$ cat config.mk
export PLATFORM = sky130hd
export DESIGN_NAME = id_ex_stage
export DESIGN_NICKNAME = d
export VERILOG_FILES = /design/src/rtl/alu_pkg.sv /design/src/rtl/alu_control.sv /design/src/rtl/id_ex_stage.sv
export SDC_FILE = /design/constraint.sdc
export NUM_CORES = 1
export LEC_CHECK = 0
export BUFFER_PORTS_ARGS = -buffer_cell sky130_fd_sc_hd__clkbuf_2
export CAP_MARGIN = 20
export CELL_PAD_IN_SITES_DETAIL_PLACEMENT = 0
export CELL_PAD_IN_SITES_GLOBAL_PLACEMENT = 1
export CORE_AREA = 4 4 132 134
export DETAILED_ROUTE_END_ITERATION = 7
export DIE_AREA = 0 0 136 138
export PLACE_DENSITY = 0.81
export SETUP_SLACK_MARGIN = 0.1
export SLEW_MARGIN = 15
export SYNTH_ARGS = -nofsm -noshare
export SYNTH_HDL_FRONTEND = slang
export SYNTH_SLANG_ARGS = --single-unit
export TNS_END_PERCENT = 10
$ cat constraint.sdc
create_clock -name clk -period 1.71 [get_ports clk]
set_input_delay 0.171 -clock clk [delete_from_list [all_inputs] [get_ports clk]]
set_output_delay 0.171 -clock clk [all_outputs]
set_load 0.05 [all_outputs]
$ cat src/rtl/alu_pkg.sv
// Shared ALU definitions: ALUOp codes, R-type Funct values, slice select
// encodings and the decoded control bundle. Used by the ID/EX stage and
// by anything that drives the 1-bit-slice ALU directly.
package alu_pkg;

    localparam int ALUOP_W = 2;
    localparam int FUNCT_W = 6;

    // Main-control ALUOp field
    localparam logic [ALUOP_W-1:0] ALUOP_ADD   = 2'b00;  // lw/sw address
    localparam logic [ALUOP_W-1:0] ALUOP_SUB   = 2'b01;  // beq compare
    localparam logic [ALUOP_W-1:0] ALUOP_RTYPE = 2'b10;
    localparam logic [ALUOP_W-1:0] ALUOP_RSVD  = 2'b11;

    // R-type function field
    localparam logic [FUNCT_W-1:0] FUNCT_ADD = 6'b100000;
    localparam logic [FUNCT_W-1:0] FUNCT_SUB = 6'b100010;
    localparam logic [FUNCT_W-1:0] FUNCT_AND = 6'b100100;
    localparam logic [FUNCT_W-1:0] FUNCT_OR  = 6'b100101;
    localparam logic [FUNCT_W-1:0] FUNCT_SLT = 6'b101010;

    // Per-slice result select
    typedef enum logic [1:0] {
        SEL_AND = 2'b00,
        SEL_OR  = 2'b01,
        SEL_ADD = 2'b10,
        SEL_SLT = 2'b11
    } sel_e;

    // Everything the ALU slices need from decode, plus the decode-error flag
    typedef struct packed {
        sel_e sel;
        logic invertB;
        logic cin;
        logic illegal;
    } aluCtrl_t;

    // Safe default: plain add, no inversion; also what undecodable ops map to
    localparam aluCtrl_t ALU_CTRL_ADD = '{sel: SEL_ADD, invertB: 1'b0, cin: 1'b0, illegal: 1'b0};

endpackage

$ cat src/rtl/alu_control.sv
// ALUOp/Funct -> slice controls (Sel, InvertB, Cin) plus an Illegal flag.
// Purely combinational so the ALU bench can drive it stand-alone.
module alu_control
    import alu_pkg::*;
(
    input  logic [ALUOP_W-1:0] aluOp,
    input  logic [FUNCT_W-1:0] funct,
    output aluCtrl_t           ctrl
);

    // Subtraction is A + ~B + 1, so sub/beq/slt all set InvertB and Cin together.
    always_comb begin
        ctrl = ALU_CTRL_ADD;
        case (aluOp)
            ALUOP_ADD: begin
                ctrl = ALU_CTRL_ADD;
            end
            ALUOP_SUB: begin
                ctrl.sel     = SEL_ADD;
                ctrl.invertB = 1'b1;
                ctrl.cin     = 1'b1;
            end
            ALUOP_RTYPE: begin
                case (funct)
                    FUNCT_ADD: begin
                        ctrl.sel = SEL_ADD;
                    end
                    FUNCT_SUB: begin
                        ctrl.sel     = SEL_ADD;
                        ctrl.invertB = 1'b1;
                        ctrl.cin     = 1'b1;
                    end
                    FUNCT_AND: begin
                        ctrl.sel = SEL_AND;
                    end
                    FUNCT_OR: begin
                        ctrl.sel = SEL_OR;
                    end
                    FUNCT_SLT: begin
                        ctrl.sel     = SEL_SLT;
                        ctrl.invertB = 1'b1;
                        ctrl.cin     = 1'b1;
                    end
                    default: begin
                        ctrl.illegal = 1'b1;
                    end
                endcase
            end
            default: begin
                // ALUOP_RSVD
                ctrl.illegal = 1'b1;
            end
        endcase
    end

endmodule

$ cat src/rtl/id_ex_stage.sv
// ID/EX pipeline register feeding the 1-bit-slice ALU. Captures decoded
// operands/control from ID with a valid/ready handshake, supports flush
// (bubble insertion) and registers the ALU slice controls.
// Optional build macro ID_EX_FORWARD_EN adds the EX/MEM and MEM/WB
// forwarding network on the operand outputs; without it operands come
// straight from the registered register-file reads.
module id_ex_stage
    import alu_pkg::*;
#(
    parameter int WIDTH = 32,
    parameter int REGW  = 5
) (
    input  logic                 clk,
    input  logic                 rst,
    input  logic                 InValid,
    output logic                 InReady,
    input  logic                 Flush,
    input  logic [ALUOP_W-1:0]   ALUOp,
    input  logic [FUNCT_W-1:0]   Funct,
    input  logic [WIDTH-1:0]     ReadData1,
    input  logic [WIDTH-1:0]     ReadData2,
    input  logic [WIDTH-1:0]     SignExtImm,
    input  logic                 ALUSrc,
    input  logic                 RegDst,
    input  logic                 RegWrite,
    input  logic                 MemRead,
    input  logic                 MemWrite,
    input  logic                 MemtoReg,
    input  logic [REGW-1:0]      Rs,
    input  logic [REGW-1:0]      Rt,
    input  logic [REGW-1:0]      Rd,
    output logic                 OutValid,
    input  logic                 OutReady,
    output logic [1:0]           Sel,
    output logic                 InvertB,
    output logic                 Cin,
    output logic [WIDTH-1:0]     OpA,
    output logic [WIDTH-1:0]     OpB,
    output logic [WIDTH-1:0]     StoreData,
    output logic [REGW-1:0]      WriteReg,
    output logic                 ExRegWrite,
    output logic                 ExMemRead,
    output logic                 ExMemWrite,
    output logic                 ExMemtoReg,
    output logic                 Illegal
`ifdef ID_EX_FORWARD_EN
    ,
    input  logic                 ExMemRegWrite,
    input  logic [REGW-1:0]      ExMemRd,
    input  logic [WIDTH-1:0]     ExMemResult,
    input  logic                 MemWbRegWrite,
    input  logic [REGW-1:0]      MemWbRd,
    input  logic [WIDTH-1:0]     MemWbResult
`endif
);

    aluCtrl_t           idCtrl;
    logic               capture;

    logic               validQ;
    aluCtrl_t           ctrlQ;
    logic [WIDTH-1:0]   rd1Q;
    logic [WIDTH-1:0]   rd2Q;
    logic [WIDTH-1:0]   immQ;
    logic               aluSrcQ;
    logic               regWriteQ;
    logic               memReadQ;
    logic               memWriteQ;
    logic               memtoRegQ;
    logic [REGW-1:0]    writeRegQ;

    logic [WIDTH-1:0]   rsValue;
    logic [WIDTH-1:0]   rtValue;

    alu_control uAluControl (
        .aluOp (ALUOp),
        .funct (Funct),
        .ctrl  (idCtrl)
    );

    // Reset forces ready so ID never sees a stale stall while the pipe is being cleared.
    assign InReady = rst | ~validQ | OutReady;
    assign capture = InValid & InReady & ~Flush;

    // Valid bit: flush beats capture beats drain; otherwise hold.
    always_ff @(posedge clk) begin
        if (rst) begin
            validQ <= 1'b0;
        end else if (Flush) begin
            validQ <= 1'b0;
        end else if (capture) begin
            validQ <= 1'b1;
        end else if (OutReady) begin
            validQ <= 1'b0;
        end
    end

    // Payload registers load only on capture; drained slots keep stale data.
    always_ff @(posedge clk) begin
        if (rst) begin
            ctrlQ     <= '{sel: SEL_AND, invertB: 1'b0, cin: 1'b0, illegal: 1'b0};
            rd1Q      <= '0;
            rd2Q      <= '0;
            immQ      <= '0;
            aluSrcQ   <= 1'b0;
            regWriteQ <= 1'b0;
            memReadQ  <= 1'b0;
            memWriteQ <= 1'b0;
            memtoRegQ <= 1'b0;
            writeRegQ <= '0;
        end else if (capture) begin
            ctrlQ     <= idCtrl;
            rd1Q      <= ReadData1;
            rd2Q      <= ReadData2;
            immQ      <= SignExtImm;
            aluSrcQ   <= ALUSrc;
            regWriteQ <= RegWrite;
            memReadQ  <= MemRead;
            memWriteQ <= MemWrite;
            memtoRegQ <= MemtoReg;
            writeRegQ <= RegDst ? Rd : Rt;
        end
    end

`ifdef ID_EX_FORWARD_EN
    logic [REGW-1:0]    rsQ;
    logic [REGW-1:0]    rtQ;

    // Source indices are only needed to match against later-stage destinations.
    always_ff @(posedge clk) begin
        if (rst) begin
            rsQ <= '0;
            rtQ <= '0;
        end else if (capture) begin
            rsQ <= Rs;
            rtQ <= Rt;
        end
    end

    // EX/MEM is the younger producer, so it wins over MEM/WB; $zero never forwards.
    always_comb begin
        rsValue = rd1Q;
        rtValue = rd2Q;
        if (ExMemRegWrite && (ExMemRd == rsQ) && (rsQ != '0)) begin
            rsValue = ExMemResult;
        end else if (MemWbRegWrite && (MemWbRd == rsQ) && (rsQ != '0)) begin
            rsValue = MemWbResult;
        end
        if (ExMemRegWrite && (ExMemRd == rtQ) && (rtQ != '0)) begin
            rtValue = ExMemResult;
        end else if (MemWbRegWrite && (MemWbRd == rtQ) && (rtQ != '0)) begin
            rtValue = MemWbResult;
        end
    end
`else
    // Rs is only consumed by the forwarding network.
    logic unusedRs;
    assign unusedRs = ^Rs;

    // Without forwarding, hazards are resolved upstream by stalling.
    always_comb begin
        rsValue = rd1Q;
        rtValue = rd2Q;
    end
`endif

    assign OutValid   = validQ;
    assign Sel        = ctrlQ.sel;
    assign InvertB    = ctrlQ.invertB;
    assign Cin        = ctrlQ.cin;
    assign OpA        = rsValue;
    assign OpB        = aluSrcQ ? immQ : rtValue;
    assign StoreData  = rtValue;
    assign WriteReg   = writeRegQ;

    // Side-effecting controls are qualified so a bubble can never write state.
    assign ExRegWrite = validQ & regWriteQ;
    assign ExMemRead  = validQ & memReadQ;
    assign ExMemWrite = validQ & memWriteQ;
    assign ExMemtoReg = memtoRegQ;
    assign Illegal    = validQ & ctrlQ.illegal;

endmodule

Word-level counts from Yosys, hierarchy flattened
Cells that the tools add are included.
- flip-flop bits (word level): 112
- latch bits: 0
- output and inout bits: 112
- ROM bits: 0
- memories kept: 0
- word-level logic and storage cells: 46
- memory bits (writable): 0
- bitwise operators: 10
- divide/modulo/power cells: 0
- multipliers: 0
- equal/unequal tests: 7
- mux-type cells: 9
- magnitude comparators: 0
- reduce and logical (&&, ||, !) cells: 6
- shift operators: 0
- add/subtract/negate cells: 0
- operators by type and width (kind ; number):
    32-bit 2-to-1 mux ; 1
    6-bit == test (second input constant) ; 5
    4-bit one-hot mux with 2 select lines ; 1
    1-bit bitwise AND ; 6
    2-bit one-hot mux with 3 select lines ; 1
    2-bit OR reduction ; 3
    5-bit 2-to-1 mux ; 1
    5-bit OR reduction ; 1
    1-bit 2-to-1 mux ; 3
    2-bit by 1-bit == test with 1-bit output (second input constant) ; 1
    2-bit == test (second input constant) ; 1
    2-bit logical NOT ; 1
    2-bit 2-to-1 mux ; 1
    1-bit NOT ; 2
    1-bit OR ; 2
    1-bit one-hot mux with 2 select lines ; 1
    2-bit nonzero test ; 1

Longest topological paths before layout
Gate-level depths: netlist of the first run.
- depth after elaboration: 6
- mapped depth: 8

Hierarchy
Synthesis of the first run repeated with hierarchy kept, for this count alone.
- cells, all modules: 591
- area, all modules: 5288.8 um^2
- by module, submodules not included (module ; times used ; area each (um^2) ; cells each ; sequential area each (um^2)):
    id_ex_stage ; 1 ; 5133.7 ; 569 ; 2242.2
    alu_control ; 1 ; 155.1 ; 22 ; 0.0

Least setup slack after synthesis of the first run
OpenSTA, ideal clock, no wires.
- path type: flip-flop to flip-flop
- start point: reg validQ (netlist: OutValid)
- end point: reg rd1Q[0] (netlist: OpA[0])
- buffers on the path: 3
- data required time: 1.578 ns
- path slack: -0.031 ns
- library setup time: 0.132 ns
- arrival time: 1.609 ns
- period minus slack after synthesis: 1.741 ns
- stages on the path, launching flop included: 8
- cells stage by stage: dfxtp_1 -> nor3b_4 -> buf_6 -> inv_2 -> buf_6 -> buf_6 -> nand3_2 -> a21oi_1
- longest elaborated chain between the ends: 5
- ends and longest elaborated chain (element ; line ; source):
    from (decl) ; id_ex_stage.sv:60 ; logic validQ;
    from (signal assigned) ; id_ex_stage.sv:88 ; validQ <= 1'b0;
    from (signal assigned) ; id_ex_stage.sv:90 ; validQ <= 1'b0;
    from (signal assigned) ; id_ex_stage.sv:92 ; validQ <= 1'b1;
    1-bit NOT ; id_ex_stage.sv:82 ; assign InReady = rst | ~validQ | OutReady;
    1-bit OR (2 in series) ; id_ex_stage.sv:82 ;
    net InReady ; id_ex_stage.sv:16 ; output logic InReady,
    1-bit bitwise AND (2 in series) ; id_ex_stage.sv:83 ; assign capture = InValid & InReady & ~Flush;
    to (signal assigned) ; id_ex_stage.sv:113 ; rd1Q <= ReadData1;
    to (decl) ; id_ex_stage.sv:62 ; logic [WIDTH-1:0] rd1Q;
The timed path passes the listed nets, and every way through them passes these cells.
A chain may end at the register's enable or synchronous reset.

Worst setup path after layout of the first run
- start point: reg aluSrcQ
- end point: out OpB[12]
- longest elaborated chain between the ends: 1
- ends and longest elaborated chain (element ; line ; source):
    from (decl) ; id_ex_stage.sv:65 ; logic aluSrcQ;
    from (signal assigned) ; id_ex_stage.sv:116 ; aluSrcQ <= ALUSrc;
    32-bit 2-to-1 mux ; id_ex_stage.sv:172 ; assign OpB = aluSrcQ ? immQ : rtValue;
    to (decl) ; id_ex_stage.sv:38 ; output logic [WIDTH-1:0] OpB,
Every way passes these cells.

==> impl_metrics.env, run 1 <==
export IMPL_outcome="complete, no violations"
export IMPL_ys_types=33
export IMPL_final_cell_mix="202 x clkbuf_2, 109 x dfxtp_1, 107 x a21oi_1"
export IMPL_finalInstanceArea_sq_um=7400
export IMPL_ys_seq_elements=111
export IMPL_gr_total_overflow=0
export IMPL_die_w_microns=136
export IMPL_fin_tns_setup_ns=0
export IMPL_rsz0062_at_grt="true"
export IMPL_p_per_area_nw_per_um2=869
export IMPL_whs_path_depth=3
export IMPL_ys_top_cells_by_area="dfxtp_1 41%, nand3_2 18%, a21oi_1 9.9%"
export IMPL_clock_skew_ns=0.0101
export IMPL_multi_input_area_sq_um=2770
export IMPL_critPathMaxFanout=13
export IMPL_drc=0
export IMPL_ant_nets=0
export IMPL_timing_slew_headroom_pct=63.0
export IMPL_layout_drive_gt1_share_pct=53.4
export IMPL_syn_nets=702
export IMPL_drt_iter0_drc=272
export IMPL_reg2reg_slack_ns=0.32
export IMPL_ys_warn_count=0
export IMPL_cp_start_kind="flop"
export IMPL_wl_per_cell_microns=16.6
export IMPL_routed_wl_microns=16600
export IMPL_yosysTopAreaCell="dfxtp_1"
export IMPL_regArea_sq_um=2230
export IMPL_fill_cells=1606
export IMPL_final_common_cell="clkbuf_2"
export IMPL_drv_cap=0
export IMPL_required_ns=1.54
export IMPL_initial_core_util_pct=33.2
export IMPL_nets=909
export IMPL_dp_hpwl_microns=11000
export IMPL_gp_congestion=0.732
export IMPL_fin_crit_ns=1.65
export IMPL_path_clk_slew_ns=0.08
export IMPL_r2r_end="StoreData[6]"
export IMPL_max_vdd_ir_drop_mv=0.617
export IMPL_htreeDepth=3
export IMPL_die_h_microns=138
export IMPL_end_kind="output port"
export IMPL_syn_inst=569
export IMPL_antenna_cells=0
export IMPL_tightest_slew_ns=0.555
export IMPL_synthToLayoutAreaGrowth_pct=37.1
export IMPL_hp_class="in2reg"
export IMPL_cts_root_buffer="clkbuf_16"
export IMPL_ctsLongestPathBuffers=2
export IMPL_fmax_mhz=608
export IMPL_synth_top_area_share_pct=41.1
export IMPL_grt_antenna_before_repair=0
export IMPL_syn_area_per_cell_sq_um=9.49
export IMPL_grt_pass1_wl_microns=25900
export IMPL_ios=242
export IMPL_place_area_sq_um=6840
export IMPL_hold_path_startpoint="ReadData1[17]"
export IMPL_synth_area_sq_um=5400
export IMPL_cellLeakagePower_uw=0.00305
export IMPL_via_count=5009
export IMPL_fin_crit_sh_pct=96.2
export IMPL_grt_max_degree=114
export IMPL_rows=47
export IMPL_coreArea_sq_um=16300
export IMPL_cts_tree="built"
export IMPL_cts_buffers=9
export IMPL_clock_sinks=111
export IMPL_io_buffers=236
export IMPL_clk_latency_ns=0.35
export IMPL_grtUsageTotal_pct=16.8
export IMPL_hold_viol=0
export IMPL_setup_viol_count_final=0
export IMPL_critical_path_class="reg2out"
export IMPL_min_to="OpA[17]"
export IMPL_reg2regPathDepth=5
export IMPL_avgViaCountPerCell=5.00
export IMPL_dieArea_sq_um=18800
export IMPL_grt_pass1_vias=4812
export IMPL_worstPathArrival_ns=1.47
export IMPL_ys_seq_area_share_pct=41.1
export IMPL_drt_pass1_iter_count=4
export IMPL_r2r_start="OutValid"
export IMPL_slew_violations=0
[report_power, final]
part	switching (uW)	total, uW	internal (uW)
combinational	875	1340	469
clock	988	2320	1330
sequential	67.4	2770	2710
[cells by family after synthesis]
logic type / after synthesis / synth area share, %
fa+ha+maj: 3 / 0.695
compound gates: 222 / 21.4
buf+inv: 73 / 7.67
simple gates: 122 / 21.3
flops: 111 / 41.1
mux: 38 / 7.81
[what timing repair did]
action	CTS	global route
resized for setup	52	0
hold buffers	0	0
gates cloned	1	0
pin swaps	0	0
endpoints found under the setup margin	33	33
setup buffers	2	0
[routing by layer]
layer / GRT usage (%) / part of all wire (%) / vias up
met5: 0 / 0 / -
met4: 3.08 / 0.88 / 0
met3: 5.52 / 9.6 / 7
met2: 26.9 / 45 / 206
met1: 22.5 / 44 / 2333
li1: - / - / 2463
[how the worst max path moves through the flow]
stage                         from       endpoint  depth (start not counted)
after floorplan           OutValid         OpA[0]                          7
after global placement         rst  StoreData[12]                          6
after detailed placement       rst       immQ[11]                          6
after CTS                  aluSrcQ         OpB[7]                          3
after global routing       aluSrcQ        OpB[12]                          3
final                      aluSrcQ        OpB[12]                          3
[worst max-delay path: stages, from the launching register on]
cell and delay, ns:
dfxtp_4 0.41, buf_12 0.17, mux2_2 0.34, clkbuf_4 0.21
[state kept, by name, indices dropped and copies added, names as in the netlist]
| name | flops |
|---|---|
| OpA | 32 |
| StoreData | 32 |
| immQ | 32 |
| WriteReg | 5 |
| Sel | 2 |
| ExMemtoReg | 1 |
| InvertB | 1 |
| OutValid | 1 |
| aluSrcQ | 1 |
| ctrlQ | 1 |
| memReadQ | 1 |
| memWriteQ | 1 |
| regWriteQ | 1 |
[Yosys cell counts, drive strengths merged]
cell	instances
dfxtp	111
nand4b	2
o32ai	2
buf	34
mux2	33
a311oi	2
or3	1
nand3	101
inv	6
o41ai	1
mux2i	5
ha	3
o21ai	101
nor2b	5
nor4bb	2
nor3b	1
a21oi	107
clkbuf	33
nor3	1
o211ai	1
nand2b	2
and2	4
o21ba	1
nor2	3
a41oi	1
a211oi	5
o31ai	1
[metrics by stage]
| step | hold WS (ns) | utilization (%) | power (uW) | setup WS, ns | cells |
|---|---|---|---|---|---|
| 2_1_floorplan | 0.240 | - | 3690 | 0.170 | 569 |
| 4_1_cts | 0.0246 | 45.5 | 6530 | 0.0390 | 1001 |
| 5_1_grt | 0.0323 | 45.5 | 6700 | 0.00160 | 1001 |
| 3_5_place_dp | 0.405 | 42.0 | 4130 | 0.217 | 982 |
| 6_report | 0.0396 | 45.5 | 6440 | 0.0646 | 1001 |
| 3_3_place_gp | 0.394 | 42.0 | 4120 | 0.226 | 982 |
[area by class of cell]
type                    count  share of cell area (%)
multi-input cells         385                    37.5
flip-flops and latches    111                    30.1
repair buffers            263                    23.6
well taps                 220                    3.72
clock buffers              10                    3.23
clock inverters             6                    1.23
inverters                   6                   0.659
No activity file was read; power rests on OpenSTA's default activity.
==> run 2: changes to the inputs <==
--- a/config.mk
+++ b/config.mk
@@ -13,7 +13,7 @@
 export DETAILED_ROUTE_END_ITERATION = 7
 export DIE_AREA = 0 0 136 138
 export PLACE_DENSITY = 0.81
-export SETUP_SLACK_MARGIN = 0.1
+export SETUP_SLACK_MARGIN = 0.05
 export SLEW_MARGIN = 15
 export SYNTH_ARGS = -nofsm -noshare
 export SYNTH_HDL_FRONTEND = slang
==> impl_metrics.env, run 2 (same netlist as run 1, synthesis figures left out) <==
export IMPL_outcome="complete, no violations"
export IMPL_fmax_mhz=610
export IMPL_final_common_cell="clkbuf_2"
export IMPL_grt_antenna_before_repair=0
export IMPL_cts_root_buffer="clkbuf_16"
export IMPL_clock_skew_ns=0.0103
export IMPL_io_buffers=236
export IMPL_fin_tns_setup_ns=0
export IMPL_ctsLongestPathBuffers=2
export IMPL_ios=242
export IMPL_gr_total_overflow=0
export IMPL_top_usage_layer="met2"
export IMPL_coreArea_sq_um=16300
export IMPL_finalInstanceArea_sq_um=7360
export IMPL_comb_power_share_pct=20.7
export IMPL_setup_viol_count_final=0
export IMPL_rows=47
export IMPL_setup_slack_ns=0.0719
export IMPL_hp_class="in2reg"
export IMPL_gp_congestion=0.732
export IMPL_path_clk_slew_ns=0.08
export IMPL_hold_slack_ns=0.0404
export IMPL_seqPwrFrac_pct=43.2
export IMPL_cts_hold_fix_buffers=0
export IMPL_drt_iter0_drc=237
export IMPL_drt_pass1_iter_count=6
export IMPL_nets=908
export IMPL_dp_hpwl_microns=11000
export IMPL_fin_crit_sh_pct=95.8
export IMPL_layout_drive_gt1_share_pct=53.3
export IMPL_synthToLayoutAreaGrowth_pct=36.4
export IMPL_fin_crit_ns=1.64
export IMPL_cp_start_kind="flop"
export IMPL_grtUsageTotal_pct=16.5
export IMPL_final_cell_mix="207 x clkbuf_2, 109 x dfxtp_1, 107 x a21oi_1"
export IMPL_worstPathArrival_ns=1.47
export IMPL_required_ns=1.54
export IMPL_swShare_pct=29.9
export IMPL_cellLeakagePower_uw=0.00304
export IMPL_design_power_total_uw=6420
export IMPL_max_vdd_ir_drop_mv=0.617
export IMPL_die_h_microns=138
export IMPL_wl_per_cell_microns=16.3
export IMPL_gr_usage_met2_pct=26.3
export IMPL_cts_tree="built"
export IMPL_p_per_area_nw_per_um2=871
export IMPL_avgViaCountPerCell=4.99
export IMPL_hold_viol=0
export IMPL_ant_nets=0
export IMPL_clock_sinks=111
export IMPL_pwr_share_clk_pct=36.1
export IMPL_place_area_sq_um=6840
export IMPL_dieArea_sq_um=18800
export IMPL_end_kind="output port"
export IMPL_grt_pass1_vias=4796
export IMPL_drv_cap=0
export IMPL_cts_buffers=9
export IMPL_slew_violations=0
export IMPL_rsz0062_at_grt="true"
export IMPL_via_count=4986
export IMPL_critPathMaxFanout=26
export IMPL_antenna_cells=0
export IMPL_routed_wl_microns=16300
export IMPL_die_w_microns=136
export IMPL_grt_max_degree=114
export IMPL_pre_cts_ws_ns=0.217
export IMPL_p_sw_uw=1920
export IMPL_use_met1_pct=21.9
export IMPL_timing_slew_headroom_pct=62.6
export IMPL_p_int_uw=4500
export IMPL_critical_path_class="reg2out"
export IMPL_htreeDepth=3
export IMPL_clk_latency_ns=0.35
export IMPL_grt_pass1_wl_microns=25500
export IMPL_initial_core_util_pct=33.2
export IMPL_tightest_slew_ns=0.561
export IMPL_drc=0
export IMPL_grt_use_met3_pct=5.49
-- run 2: cell count changes in the layout (fill, tap and decap cells not counted), sizes merged --
| cell | before | now |
|---|---|---|
| buf | 28 | 27 |
-- run 2: critical path, cell delays in order, from the launching register on --
cell	delay (ns)
dfxtp_2	0.35
buf_12	0.19
mux2_2	0.36
clkbuf_4	0.21
-- run 2: metal layers --
layer | up-vias | wire length, microns
met3 | 9 | 1550
met2 | 192 | 7410
met1 | 2324 | 7160
li1 | 2461 | -
met4 | 0 | 158
met5 | - | 0
-- run 2: cell type report --
type                    count  area (sq um)
clock inverters             6          91.3
clock buffers              10           239
multi-input cells         385          2770
flip-flops and latches    111          2220
repair buffers            262          1710
fillers                  1615          8930
inverters                   6          48.8
well taps                 220           275
-- run 2: stage by stage --
stage | std cells | util [%]
floorplan | 569 | -
global placement | 982 | 42.0
detailed placement | 982 | 42.0
CTS | 998 | 45.1
global route | 1000 | 45.2
finish | 1000 | 45.2
-- run 2: repair_timing --
| action | CTS | global route |
|---|---|---|
| buffers inserted | 0 | 2 |
| endpoints found under the setup margin | 33 | 33 |
| gates resized for setup | 44 | 0 |
-- run 2: power by group through the flow --
stage | registers (uW) | logic, uW | clock network (uW)
floorplan | 3100 | 591 | 0
global placement | 2830 | 1290 | 0
detailed placement | 2830 | 1300 | 0
CTS | 2770 | 1340 | 2400
global route | 2790 | 1420 | 2480
finish | 2770 | 1330 | 2320
-- run 2: final timing paths --
kind,from,end,slack [ns],depth (start not counted)
worst max-delay path,aluSrcQ,OpB[12],0.07,3
worst min register to register,memWriteQ,memWriteQ,0.47,2
worst max register to register,OutValid,immQ[5],0.30,5
worst min-delay path,ReadData1[17],OpA[17],0.04,3
